`config.mk`:
```
export PLATFORM = sky130hd
export DESIGN_NAME = vga_binary_scanout
export DESIGN_NICKNAME = d
export VERILOG_FILES = /design/src/rtl/vga_pkg.sv /design/src/rtl/vga_timing.sv /design/src/rtl/vga_binary_scanout.sv
export SDC_FILE = /design/constraint.sdc
export NUM_CORES = 1
export LEC_CHECK = 0
export ABC_AREA = 1
export ABC_CLOCK_PERIOD_IN_PS = 2300
export CAP_MARGIN = 20
export CORE_MARGIN = 5
export CORE_UTILIZATION = 50
export CTS_CLUSTER_DIAMETER = 150
export DETAILED_ROUTE_END_ITERATION = 7
export GPL_ROUTABILITY_DRIVEN = 0
export PLACE_DENSITY = 0.76
export RECOVER_POWER = 25
export SYNTH_ARGS = -nofsm -noshare
export SYNTH_HDL_FRONTEND = slang
export SYNTH_SLANG_ARGS = --single-unit
```
`constraint.sdc`:
```
create_clock -name clock_50MHz -period 2.3 [get_ports clock_50MHz]
set_input_delay 0.46 -clock clock_50MHz [delete_from_list [all_inputs] [get_ports clock_50MHz]]
set_output_delay 0.46 -clock clock_50MHz [all_outputs]
set_load 0.01 [all_outputs]
```
`src/rtl/vga_pkg.sv`:
```
// rtl/vga_pkg.sv - shared 640x480@60 timing constants, scan state enum and colour codes
// Purpose: one place for the horizontal/vertical line budget, the scanout FSM
//          state type and the 4-bit colour levels used by vga_timing and
//          vga_binary_scanout.
// Ports:   none (package).
package vga_pkg;

  // Horizontal budget in pixel ticks.
  localparam logic [9:0] H_VISIBLE    = 10'd640;
  localparam logic [9:0] H_FP         = 10'd16;
  localparam logic [9:0] H_SYNC       = 10'd96;
  localparam logic [9:0] H_BP         = 10'd48;
  localparam logic [9:0] H_SYNC_START = H_VISIBLE + H_FP;
  localparam logic [9:0] H_SYNC_END   = H_SYNC_START + H_SYNC;
  localparam logic [9:0] H_TOTAL      = H_SYNC_END + H_BP;

  // Vertical budget in lines.
  localparam logic [9:0] V_VISIBLE    = 10'd480;
  localparam logic [9:0] V_FP         = 10'd10;
  localparam logic [9:0] V_SYNC       = 10'd2;
  localparam logic [9:0] V_BP         = 10'd33;
  localparam logic [9:0] V_SYNC_START = V_VISIBLE + V_FP;
  localparam logic [9:0] V_SYNC_END   = V_SYNC_START + V_SYNC;
  localparam logic [9:0] V_TOTAL      = V_SYNC_END + V_BP;

  typedef enum logic {
    BLANK = 1'b0,
    SHOW  = 1'b1
  } scan_state_e;

  localparam logic [3:0] COLOR_FULL = 4'hF;
  localparam logic [3:0] COLOR_NONE = 4'h0;

  // Half-open range test lo <= val < hi.
  function automatic logic in_span(input logic [9:0] val,
                                   input logic [9:0] lo,
                                   input logic [9:0] hi);
    return (val >= lo) && (val < hi);
  endfunction

endpackage

```
`src/rtl/vga_timing.sv`:
```
// rtl/vga_timing.sv - 25 MHz pixel tick, scan counters and raw sync/visible flags
// Purpose: divides the 50 MHz clock into a pixel tick and walks hcount/vcount
//          over the full 800x525 raster.
// Ports:
//   clk_i, rst_ni             clock, asynchronous active-low reset
//   tick_o                    high for the clock that ends each pixel period
//   hcount_o, vcount_o        current raster position
//   hcount_next_o/vcount_next_o  position the counters take after this clock
//   hsync_raw_o, vsync_raw_o  active-low syncs decoded from the current position
//   visible_o                 current position is inside 640x480
module vga_timing
  import vga_pkg::*;
(
  input  logic       clk_i,
  input  logic       rst_ni,
  output logic       tick_o,
  output logic [9:0] hcount_o,
  output logic [9:0] vcount_o,
  output logic [9:0] hcount_next_o,
  output logic [9:0] vcount_next_o,
  output logic       hsync_raw_o,
  output logic       vsync_raw_o,
  output logic       visible_o
);

  logic       tick_q;
  logic [9:0] hcount_q, hcount_d;
  logic [9:0] vcount_q, vcount_d;

  always_comb begin
    hcount_d = hcount_q;
    vcount_d = vcount_q;
    if (tick_q) begin
      if (hcount_q == H_TOTAL - 10'd1) begin
        hcount_d = 10'd0;
        vcount_d = (vcount_q == V_TOTAL - 10'd1) ? 10'd0 : vcount_q + 10'd1;
      end else begin
        hcount_d = hcount_q + 10'd1;
      end
    end
  end

  always_ff @(posedge clk_i or negedge rst_ni) begin
    if (!rst_ni) begin
      tick_q   <= 1'b0;
      hcount_q <= 10'd0;
      vcount_q <= 10'd0;
    end else begin
      tick_q   <= ~tick_q;
      hcount_q <= hcount_d;
      vcount_q <= vcount_d;
    end
  end

  assign tick_o        = tick_q;
  assign hcount_o      = hcount_q;
  assign vcount_o      = vcount_q;
  assign hcount_next_o = hcount_d;
  assign vcount_next_o = vcount_d;
  assign hsync_raw_o   = ~in_span(hcount_q, H_SYNC_START, H_SYNC_END);
  assign vsync_raw_o   = ~in_span(vcount_q, V_SYNC_START, V_SYNC_END);
  assign visible_o     = (hcount_q < H_VISIBLE) && (vcount_q < V_VISIBLE);

endmodule

```
`src/rtl/vga_binary_scanout.sv`:
```
// rtl/vga_binary_scanout.sv - shows the 64x64 1-bit result RAM scaled and centred on 640x480 VGA
// Purpose: fetches result pixels, gates them with the done flag at frame
//          boundaries and drives registered sync and colour outputs.
//          Optional macro FRAME_BORDER_EN draws a green ring around the image.
// Ports:
//   clock_50MHz, reset_n   clock, asynchronous active-low reset
//   ACABOU                 coprocessor done level
//   q                      result RAM data, one clock after rdaddress
//   rdaddress              result RAM address {row[5:0], col[5:0]}
//   hsync, vsync           active-low syncs
//   vga_r, vga_g, vga_b    4-bit colour
module vga_binary_scanout
  import vga_pkg::*;
#(
  parameter int SCALE_SHIFT = 2,
  parameter int X_OFF       = 192,
  parameter int Y_OFF       = 112
) (
  input  logic        clock_50MHz,
  input  logic        reset_n,
  input  logic        ACABOU,
  input  logic        q,
  output logic [11:0] rdaddress,
  output logic        hsync,
  output logic        vsync,
  output logic [3:0]  vga_r,
  output logic [3:0]  vga_g,
  output logic [3:0]  vga_b
);

  localparam int         WIN  = 64 << SCALE_SHIFT;
  localparam logic [9:0] X_LO = 10'(X_OFF);
  localparam logic [9:0] X_HI = 10'(X_OFF + WIN);
  localparam logic [9:0] Y_LO = 10'(Y_OFF);
  localparam logic [9:0] Y_HI = 10'(Y_OFF + WIN);

  logic       tick;
  logic [9:0] h_cur, v_cur, h_nxt, v_nxt;
  logic       hsync_raw, vsync_raw, visible;

  vga_timing u_timing (
    .clk_i         (clock_50MHz),
    .rst_ni        (reset_n),
    .tick_o        (tick),
    .hcount_o      (h_cur),
    .vcount_o      (v_cur),
    .hcount_next_o (h_nxt),
    .vcount_next_o (v_nxt),
    .hsync_raw_o   (hsync_raw),
    .vsync_raw_o   (vsync_raw),
    .visible_o     (visible)
  );

  // The fetch looks at the position the counters are moving to, so q for
  // (h,v) is back by the time the counters sit at (h,v) and the outputs
  // for that pixel are registered at the following tick.
  logic        fetch_win;
  logic [5:0]  h_cell, v_cell;
  logic [11:0] rdaddress_d;

  assign fetch_win   = in_span(h_nxt, X_LO, X_HI) && in_span(v_nxt, Y_LO, Y_HI);
  assign h_cell      = 6'((h_nxt - X_LO) >> SCALE_SHIFT);
  assign v_cell      = 6'((v_nxt - Y_LO) >> SCALE_SHIFT);
  assign rdaddress_d = {v_cell, h_cell};

  // Frame boundary: the tick on which the counters wrap into (0,0).
  logic frame_start;
  assign frame_start = tick && (h_nxt == 10'd0) && (v_nxt == 10'd0);

  logic disp_win, ring;
  assign disp_win = in_span(h_cur, X_LO, X_HI) && in_span(v_cur, Y_LO, Y_HI);

`ifdef FRAME_BORDER_EN
  localparam logic [9:0] X_RING = 10'(X_OFF - 1);
  localparam logic [9:0] Y_RING = 10'(Y_OFF - 1);
  assign ring = in_span(h_cur, X_RING, X_HI + 10'd1) &&
                in_span(v_cur, Y_RING, Y_HI + 10'd1) &&
                ((h_cur == X_RING) || (h_cur == X_HI) ||
                 (v_cur == Y_RING) || (v_cur == Y_HI));
`else
  assign ring = 1'b0;
`endif

  scan_state_e state_q;
  logic        pix_white, pix_green;
  logic [3:0]  r_d, g_d, b_d;

  assign pix_white = (state_q == SHOW) && visible && disp_win && q;
  assign pix_green = pix_white || (visible && ring);
  assign r_d       = pix_white ? COLOR_FULL : COLOR_NONE;
  assign g_d       = pix_green ? COLOR_FULL : COLOR_NONE;
  assign b_d       = pix_white ? COLOR_FULL : COLOR_NONE;

  logic [11:0] rdaddress_q;
  logic        hsync_q, vsync_q;
  logic [3:0]  r_q, g_q, b_q;

  always_ff @(posedge clock_50MHz or negedge reset_n) begin
    if (!reset_n) begin
      state_q     <= BLANK;
      rdaddress_q <= 12'd0;
      hsync_q     <= 1'b1;
      vsync_q     <= 1'b1;
      r_q         <= COLOR_NONE;
      g_q         <= COLOR_NONE;
      b_q         <= COLOR_NONE;
    end else if (tick) begin
      if (fetch_win) begin
        rdaddress_q <= rdaddress_d;
      end
      hsync_q <= hsync_raw;
      vsync_q <= vsync_raw;
      r_q     <= r_d;
      g_q     <= g_d;
      b_q     <= b_d;
      // Done flag is sampled only here so a frame is never half shown.
      if (frame_start) begin
        case (state_q)
          BLANK:   if (ACABOU)  state_q <= SHOW;
          SHOW:    if (!ACABOU) state_q <= BLANK;
          default: state_q <= BLANK;
        endcase
      end
    end
  end

  assign rdaddress = rdaddress_q;
  assign hsync     = hsync_q;
  assign vsync     = vsync_q;
  assign vga_r     = r_q;
  assign vga_g     = g_q;
  assign vga_b     = b_q;

endmodule
```
==> impl.org, run 1 <==
** Run status
- Outcome :: completed

** Logic synthesis
- The synthesized netlist devotes 4.08% of its cell area to compound gates.
- In this run the mean area of a mapped cell was 7.47 um^2.
- After synthesis the cells add up to 2360 um^2.
- Post-synthesis share of cell area spent on full adders, half adders and majority gates :: 4.24%
- Yosys warnings :: 0
- Synthesized-area fraction occupied by xor and xnor cells :: 1.11%
- The synthesized design devotes to its leading area cell type 37.1% of total area.
- Register bit count reported by yosys :: 37
- The commonest cells after synthesis are 80 x sky130_fd_sc_hd__nand2_1, 53 x sky130_fd_sc_hd__inv_1, 41 x sky130_fd_sc_hd__nand3_1.
- Top cells by area, synth :: sky130_fd_sc_hd__dfrtp_1 37%, sky130_fd_sc_hd__nand2_1 13%, sky130_fd_sc_hd__nand3_1 8.7%, sky130_fd_sc_hd__inv_1 8.4%, sky130_fd_sc_hd__ha_1 4.2%
- Yosys mapped a number of flops with a built-in enable equal to 0.
- Top_reg_cell synth :: sky130_fd_sc_hd__dfrtp_1
- Most frequent cell after synthesis :: sky130_fd_sc_hd__nand2_1
- After synthesis, the share of cell area in mux cells is 0%.
- Synth area leader :: sky130_fd_sc_hd__dfrtp_1
- Net count after synthesis :: 328
- In the synthesized netlist, the number of instances is 316.
- In this run, distinct cell masters in the synthesized netlist total 30.
- Counting flops with an async set or reset pin after synthesis yields a share of 100%.
- Of the total synthesized cell area, the portion taken by AND, OR, NAND and NOR gates is 36.5%.
- Part of the Yosys area used for sequential elements :: 39.3%
- After synthesis, the largest family of logic cells by area is simple AND/OR/NAND/NOR gates.

** Setup path
- Startpoint of the worst register-to-register path :: u_timing.hcount_o[1]$_DFF_PN0_
- Type of element launching the critical path :: flop
- Endpoint of the lowest-slack register-to-register path :: state_q$_DFFE_PN0P_
- Largest fanout on the critical path :: 5
- Category of cells accounting for the largest share of critical-path delay :: simple AND/OR/NAND/NOR gates
- Measured in cells, the most critical reg-to-reg path has a length of 17.
- Critical Path Most Common Cell :: sky130_fd_sc_hd__nand2_1
- The slowest stage of the critical path is the sky130_fd_sc_hd__dfrtp_1 cell.
- The worst setup path is captured at a flop.
- Data arrival time of the worst path :: 2460 ps
- Required time reported for the critical path endpoint :: 2480 ps
- Kind of critical path :: reg2reg
- Worst-path cell chain :: ha_4 -> nand2_4 -> nor2_4 -> nand2_2 -> nor2_4 -> buf_6 -> nand2_1 -> nand2_1 -> nand2_2 -> buf_4 -> inv_1 -> ha_1 -> inv_1 -> nor2_2 -> nand3_1 -> o21bai_1 -> nand2_1
- R2R Setup Slk :: 10 ps
- Crit path buffers/inverters :: 4
- In this design, the stage delay of the slowest critical-path cell is 410 ps.

** STA
- Setup repair after global routing missed its margin :: true
- Slew headroom :: 44.6%
- Crit share post-route :: 99.5%
- For the pin with the worst max-slew slack, the measured transition is 832 ps.
- Highest Clock Rate :: 0.437 GHz
- Final setup fails :: 0
- Clock skew on the completed layout was measured at 7.40 ps.
- Endpoints failing hold :: 0
- Final critical path time including I/O delays and setup :: 2290 ps
- Setup slack on the critical path of the routed design comes to 11.6 ps.
- Final Max Slew Viols :: 0

** Pwr
- Power Internal :: 1010 uW
- Switching share of power :: 20.4%
- The clock network is responsible for 47.2% of the overall power.
- Total Power Consumption :: 1260 uW
- Register share of total power :: 51.4%
- The analysis attributes to net switching a power of 257 uW.
- Logic pwr share :: 1.4%
- IR drop worst, VDD :: 0.000294 V
- Leak pwr :: 0.00162 uW
- Dividing total power by cell area gives a power density of 409 nW/um^2.

** Detailed routing
- The count of nets left with antenna violations once routing finished came out at 0.
- After detailed routing, the average wire length per cell comes to 14.5 um.
- Dividing the detail-routed via count by the number of cells gives 5.37.
- In this run, the number of DRC markers left after iteration 0 of detailed routing was 233.
- The final route contains 2251 vias.
- In the routed design, unresolved DRC markers number 0.
- Sum of routed wire length over all layers :: 6090 um
- Before antenna repair, the detailed router went through 4 iterations.

** GRT
- Maximum number of pins on one net before global-route repair :: 38
- Number of global-route vias before repair :: 2035
- After global routing the overflow that remains totals 0.
- Wire length of the first global-routing pass :: 8980 um
- Across every metal layer, demand over resource in global routing totals 18.1%.
- Number of antenna violations at the first check in global routing :: 0

** Cells and area
- Total area of multi-input combinational cells :: 1240 um^2
- Synth-to-Final Area Change :: 31.1%
- In the final design database the tool counted 376 nets.
- Layout Cells excl Fill :: 419
- Count of inserted antenna diode cells :: 0
- Of the cells placed in the final design, the portion with a size suffix greater than 1 is 24.9%.
- Utilization after layout :: 66.4%
- Registers take 930 um^2.
- After filler insertion, the fill cell instance count of the layout stands at 355.

** CTS
- TritonCTS clock tree :: built
- Sinks on Clock Net :: 37
- Clock latency on the worst-skew pair, taken at its later pin, is 290 ps.
- Hold-fix buffer count after cts :: 0
- In this run the clock root is driven by a sky130_fd_sc_hd__clkbuf_8.
- Buffers inserted during clock tree synthesis total 5.
- H-tree levels :: 2
- Clock-pin slew of the registers on the worst-case setup and hold paths :: 80 ps
- Clock Tree Buf Depth :: 2

** Place
- Prior to clock tree synthesis, the placed netlist has a worst setup slack of -28.4 ps.
- In this run the tool buffered the top-level ports with 29 buffer cells.
- Count of placed standard cells including taps :: 393
- HPWL after DPL :: 3870 um

** Die
- Vertical extent of the die :: 78.7 um
- Total I/O pin count :: 30
- The floorplan has 25 rows.
- The floorplan step set the die width to 78.7 um.
- Initial core utilization :: 50.6%
- The floorplan step defined a die boundary enclosing 6190 um^2.
- Floorplan core area :: 4660 um^2

** Hold path
- The min-delay analysis places its worst path in the category in2async.

** Job
- The tool flagged a number of max-cap violations equal to 0.
-- per-stage QoR --
| step | setup TNS, ps | hold slack (ps) | area [um^2] |
|---|---|---|---|
| 2_1_floorplan | 0 | 164 | 2360 |
| 3_3_place_gp | 0 | 462 | 2670 |
| 3_5_place_dp | -167 | 458 | 2670 |
| 4_1_cts | 0 | 281 | 2830 |
| 5_1_grt | -1530 | 329 | 3090 |
| 6_report | 0 | 252 | 3090 |
-- cell usage in the layout (no fill, tap or decap), types with 2 or more instances in the layout --
cell / count
sky130_fd_sc_hd__nor2_4: 8
sky130_fd_sc_hd__nand3_2: 12
sky130_fd_sc_hd__o21ai_0: 7
sky130_fd_sc_hd__dfstp_2: 2
sky130_fd_sc_hd__clkbuf_8: 6
sky130_fd_sc_hd__nand4_1: 6
sky130_fd_sc_hd__nor3_1: 5
sky130_fd_sc_hd__inv_1: 51
sky130_fd_sc_hd__buf_6: 5
sky130_fd_sc_hd__nor2_2: 5
sky130_fd_sc_hd__nand2_1: 74
sky130_fd_sc_hd__xor2_1: 2
sky130_fd_sc_hd__clkdlybuf4s50_1: 28
sky130_fd_sc_hd__nor2_1: 18
sky130_fd_sc_hd__dfrtp_1: 34
sky130_fd_sc_hd__nand2_2: 13
sky130_fd_sc_hd__nand2_4: 4
sky130_fd_sc_hd__nand3_1: 31
sky130_fd_sc_hd__ha_1: 6
sky130_fd_sc_hd__o21ai_1: 4
sky130_fd_sc_hd__ha_4: 2
sky130_fd_sc_hd__buf_12: 2
sky130_fd_sc_hd__buf_4: 20
sky130_fd_sc_hd__inv_2: 4
-- final cells by class --
| cell class | count | share of cell area, % |
|---|---|---|
| clock buffer | 6 | 2.67 |
| clock inverter | 2 | 1.21 |
| inverter | 55 | 6.67 |
| multi-input combinational | 209 | 40.0 |
| sequential | 37 | 30.1 |
| tap | 54 | 2.18 |
| timing repair buffer | 56 | 17.2 |
-- worst register-to-register path: cells and delay by family (launching register included) --
family | cells | cell delay, ps
compound gates | 1 | 150
fa+ha+maj | 2 | 300
buf+inv | 4 | 370
flops | 1 | 410
simple gates | 10 | 940
-- power groups by stage --
stage,clock [uW],combinational (uW),sequential (uW)
global route,642,21.5,650
CTS,610,18.6,650
detailed placement,0,18.6,663
global placement,0,18.3,663
finish,596,17.9,650
floorplan,0,0.894,663
-- state kept, by name, indices dropped and copies added (netlist names) --
| name | flops |
|---|---|
| hsync | 1 |
| rdaddress | 12 |
| state_q | 1 |
| u_timing.hcount_o | 10 |
| u_timing.tick_o | 1 |
| u_timing.vcount_o | 10 |
| vga_b | 1 |
| vsync | 1 |
-- cells by family after synthesis --
logic type / count (synthesis)
AND/OR/NAND/NOR: 179
buffers and inverters: 72
flip-flops: 37
AO/OA/AOI/OAI: 17
adder cells (fa/ha/maj): 8
XOR/XNOR: 3
-- metal layers --
layer  global-route usage, %  up-vias  part of all wire, %
li1                        -     1076                    -
met4                    4.90        0                  2.1
met3                    3.63       15                  5.2
met5                       0        -                    0
met1                    23.6     1069                   42
met2                    30.6       91                   50
-- worst max path at each step --
| stage | start | endpoint | slack, ps | cells after the start |
|---|---|---|---|---|
| after floorplan | u_timing.hcount_o[0]$_DFF_PN0_ | rdaddress[4]$_DFFE_PN0P_ | 40 | 19 |
| after global placement | u_timing.hcount_o[0]$_DFF_PN0_ | rdaddress[4]$_DFFE_PN0P_ | 60 | 17 |
| after detailed placement | u_timing.hcount_o[1]$_DFF_PN0_ | rdaddress[4]$_DFFE_PN0P_ | -30 | 16 |
| after CTS | u_timing.hcount_o[0]$_DFF_PN0_ | rdaddress[3]$_DFFE_PN0P_ | 0.5 | 16 |
| after global routing | u_timing.hcount_o[1]$_DFF_PN0_ | state_q$_DFFE_PN0P_ | -150 | 16 |
| final | u_timing.hcount_o[1]$_DFF_PN0_ | state_q$_DFFE_PN0P_ | 10 | 17 |
-- repair_timing --
| item | 4_1_cts | 5_1_grt |
|---|---|---|
| setup endpoints to repair | 12 | 13 |
| pin swaps | 3 | 21 |
| gates resized for setup | 2 | 39 |
| cloned | 0 | 2 |
| setup buffers | 4 | 12 |
(Power assumes the default switching activity.)
==> run 2, diff against run 1 <==
--- a/constraint.sdc
+++ b/constraint.sdc
@@ -3,2 +3,2 @@
 set_output_delay 0.46 -clock clock_50MHz [all_outputs]
-set_load 0.01 [all_outputs]
+set_load 0.1 [all_outputs]
==> impl.org, run 2 (synthesized netlist as in run 1, its figures left out) <==
** Cells and area
- The net count of the finished layout is 369.
- Total area of multi-input combinational cells :: 1240 um^2
- Most frequent cells in the layout :: 76 x sky130_fd_sc_hd__nand2_1, 51 x sky130_fd_sc_hd__inv_1, 42 x sky130_fd_sc_hd__buf_4, 38 x sky130_fd_sc_hd__nand3_1, 34 x sky130_fd_sc_hd__dfrtp_1
- Filler instances :: 365
- Max FFs per register :: 12
- Cells fill 63.3% of the core in the end.
- Synth-to-Final Area Change :: 25.1%
- Final design area excluding fillers :: 2950 um^2
- Combined flip-flop and latch cell area :: 930 um^2
- Most common cell after layout, fill and taps aside :: sky130_fd_sc_hd__nand2_1
- Layout cells sized above 1 :: 29.6%
- Count of inserted antenna diode cells :: 0

** Setup path
- Number of cells on the worst reg-to-reg path :: 16
- The endpoint identified for the worst register-to-register timing path is state_q$_DFFE_PN0P_.
- Kind of end point of the critical path :: flop
- Type of element launching the critical path :: flop
- By startpoint and endpoint, the worst setup path is classified as reg2reg.
- Across all register-to-register paths, the minimum setup slack is 50 ps.
- Largest stage delay on the critical path :: 410 ps
- Worst-path cell chain :: ha_4 -> nand2_4 -> nor2_4 -> nand2_2 -> nor2_4 -> nand2_1 -> nand2_1 -> nand2_2 -> buf_4 -> inv_1 -> ha_4 -> inv_1 -> nor2_2 -> nand3_1 -> o21bai_1 -> nand2_1
- Largest fanout on the critical path :: 6
- The worst register-to-register path begins at u_timing.hcount_o[0]$_DFF_PN0_.
- Data arrival time of the worst path :: 2430 ps
- Data on the critical path is required at its endpoint by 2480 ps.
- The most numerous cell type found on the critical path is sky130_fd_sc_hd__nand2_1.
- CP max-delay cell :: sky130_fd_sc_hd__dfrtp_1

** Pwr
- Power spread over the standard cell area amounts to 424 nW/um^2.
- The worst-case IR drop observed on VDD is 0.000373 V.
- Summed over all cells, the static leakage comes to 0.00162 uW.

** Die
- Total I/O pin count :: 30
- From bottom edge to top edge, the die measures 78.7 um.
- The initial utilization of the core area, before any placement, comes to 50.6%.
- Width of the chip :: 78.7 um
- In this run the core area contains 25 standard-cell rows.
- Floorplan core area :: 4660 um^2
- The floorplan step defined a die boundary enclosing 6190 um^2.

** Place
- Summing all placed instances gives a cell area of 2610 um^2.
- Number of input and output port buffers inserted :: 29
- HPWL after DPL :: 3880 um

** STA
- Worst setup skew after layout :: 4.48 ps
- For this run, the top clock speed supported by timing is 0.445 GHz.
- Endpoints failing hold :: 0
- Crit share post-route :: 97.8%
- The worst pin sits at a relative slew slack of 44.6%.
- The final max-slew violation count was 0.
- Worst Tran Pin Value :: 830 ps
- Final critical path time including I/O delays and setup :: 2250 ps
- Setup violations remaining at the end of the flow were counted as 0.
- Setup repair after global routing missed its margin :: true

** Hold path
- The tightest min-delay check is of the in2async type.

** Detailed routing
- The routed layout has 2165 vias.
- ANT nets after route :: 0
- Wire length per cell :: 14.2 um
- The pre-antenna-repair detailed-routing pass consisted of 5 iterations.
- Drt first-iter violations :: 209
- DRC violation count after routing :: 0
- After detailed routing, the number of vias per cell comes to 5.25.
- The final layout contains routed wiring with a total length of 5860 um.

** GRT
- The number of antenna violations at the first check in global routing came to 0.
- Maximum number of pins on one net before global-route repair :: 38
- The first global-routing pass estimated 9050 um of wire.
- Summed over all layers, the global routing overflow is 0.
- Total GRT Usage :: 18.3%
- Number of global-route vias before repair :: 1999

** CTS
- Clock-pin slew was measured on the worst setup and hold paths at 80 ps.
- Clk_lat worst skew :: 290 ps
- The H-tree was split into 2 levels.
- Clock Tree Buf Depth :: 2
- Counting every sink on the clock net gives 37.
- Inserted Clock Buffers :: 5
- TritonCTS clock tree :: built
- CTS placed an instance of sky130_fd_sc_hd__clkbuf_8 at the clock tree root.

** Job
- The tool flagged a number of max-cap violations equal to 0.

** Run status
- Outcome :: completed
[run 2: cell count changes in the layout (fill, tap and decap cells not counted), sizes merged]
cell,previous run,this run
clkdlybuf4s50,28,2
clkinv,0,1
buf,28,47
clkbuf,6,5
clkinvlp,1,0
inv,55,56
[run 2: what timing repair did]
item                       CTS  global route
setup endpoints to repair   12            13
resized for setup            0            39
buffers inserted             1             8
hold buffers                 0             0
pin swaps                    1            20
gates cloned                 1             1
hold endpoints to repair     0             0
[run 2: cell type report]
class,instances,share of cell area (%)
tap,54,2.29
clock inverter,3,1.48
inverter,55,7.08
clock buffer,5,2.33
sequential,37,31.5
timing repair buffer,49,13.4
multi-input combinational,209,42.0
[run 2: how the worst max path moves through the flow]
stage / startpoint / endpoint / cells past startpoint
finish: u_timing.hcount_o[0]$_DFF_PN0_ / state_q$_DFFE_PN0P_ / 16
global route: u_timing.hcount_o[0]$_DFF_PN0_ / state_q$_DFFE_PN0P_ / 16
CTS: u_timing.hcount_o[0]$_DFF_PN0_ / rdaddress[3]$_DFFE_PN0P_ / 16
detailed placement: u_timing.hcount_o[1]$_DFF_PN0_ / rdaddress[9]$_DFFE_PN0P_ / 17
global placement: u_timing.hcount_o[0]$_DFF_PN0_ / rdaddress[4]$_DFFE_PN0P_ / 17
floorplan: u_timing.hcount_o[0]$_DFF_PN0_ / rdaddress[0]$_DFFE_PN0P_ / 19
[run 2: worst max-delay path, delay by kind of cell (launching register included)]
kind / cells / cell delay [ps]
AOI/OAI and AO/OA: 1 / 150
adders and majority gates: 2 / 290
buffers and inverters: 3 / 270
DFF: 1 / 410
and+or+nand+nor: 10 / 990
[run 2: where the power goes]
| part | internal [uW] | switching (uW) |
|---|---|---|
| sequential | 650 | 0 |
| combinational | 4.11 | 13.8 |
| clock | 325 | 259 |
[run 2: per-stage QoR]
| stage | setup WS (ps) | power [uW] | hold WS (ps) | instances | TNS (ps) |
|---|---|---|---|---|---|
| finish | 50.6 | 1250 | 259 | 412 | 0 |
| global route | -91.6 | 1290 | 338 | 412 | -909 |
| CTS | 2.92 | 1250 | 285 | 403 | 0 |
| detailed placement | -26.4 | 682 | 462 | 393 | -230 |
| global placement | 63.8 | 682 | 460 | 393 | 0 |
| floorplan | 15.3 | 664 | 164 | 316 | 0 |
[run 2: layer usage]
metal	vias to the layer above	track usage, %	wire length (um)	part of all wire (%)
li1	1054	-	-	-
met1	992	24.2	2470	42
met2	106	29.4	2870	49
met3	13	3.74	383	6.5
met4	0	7.52	129	2.2
met5	-	0	0	0
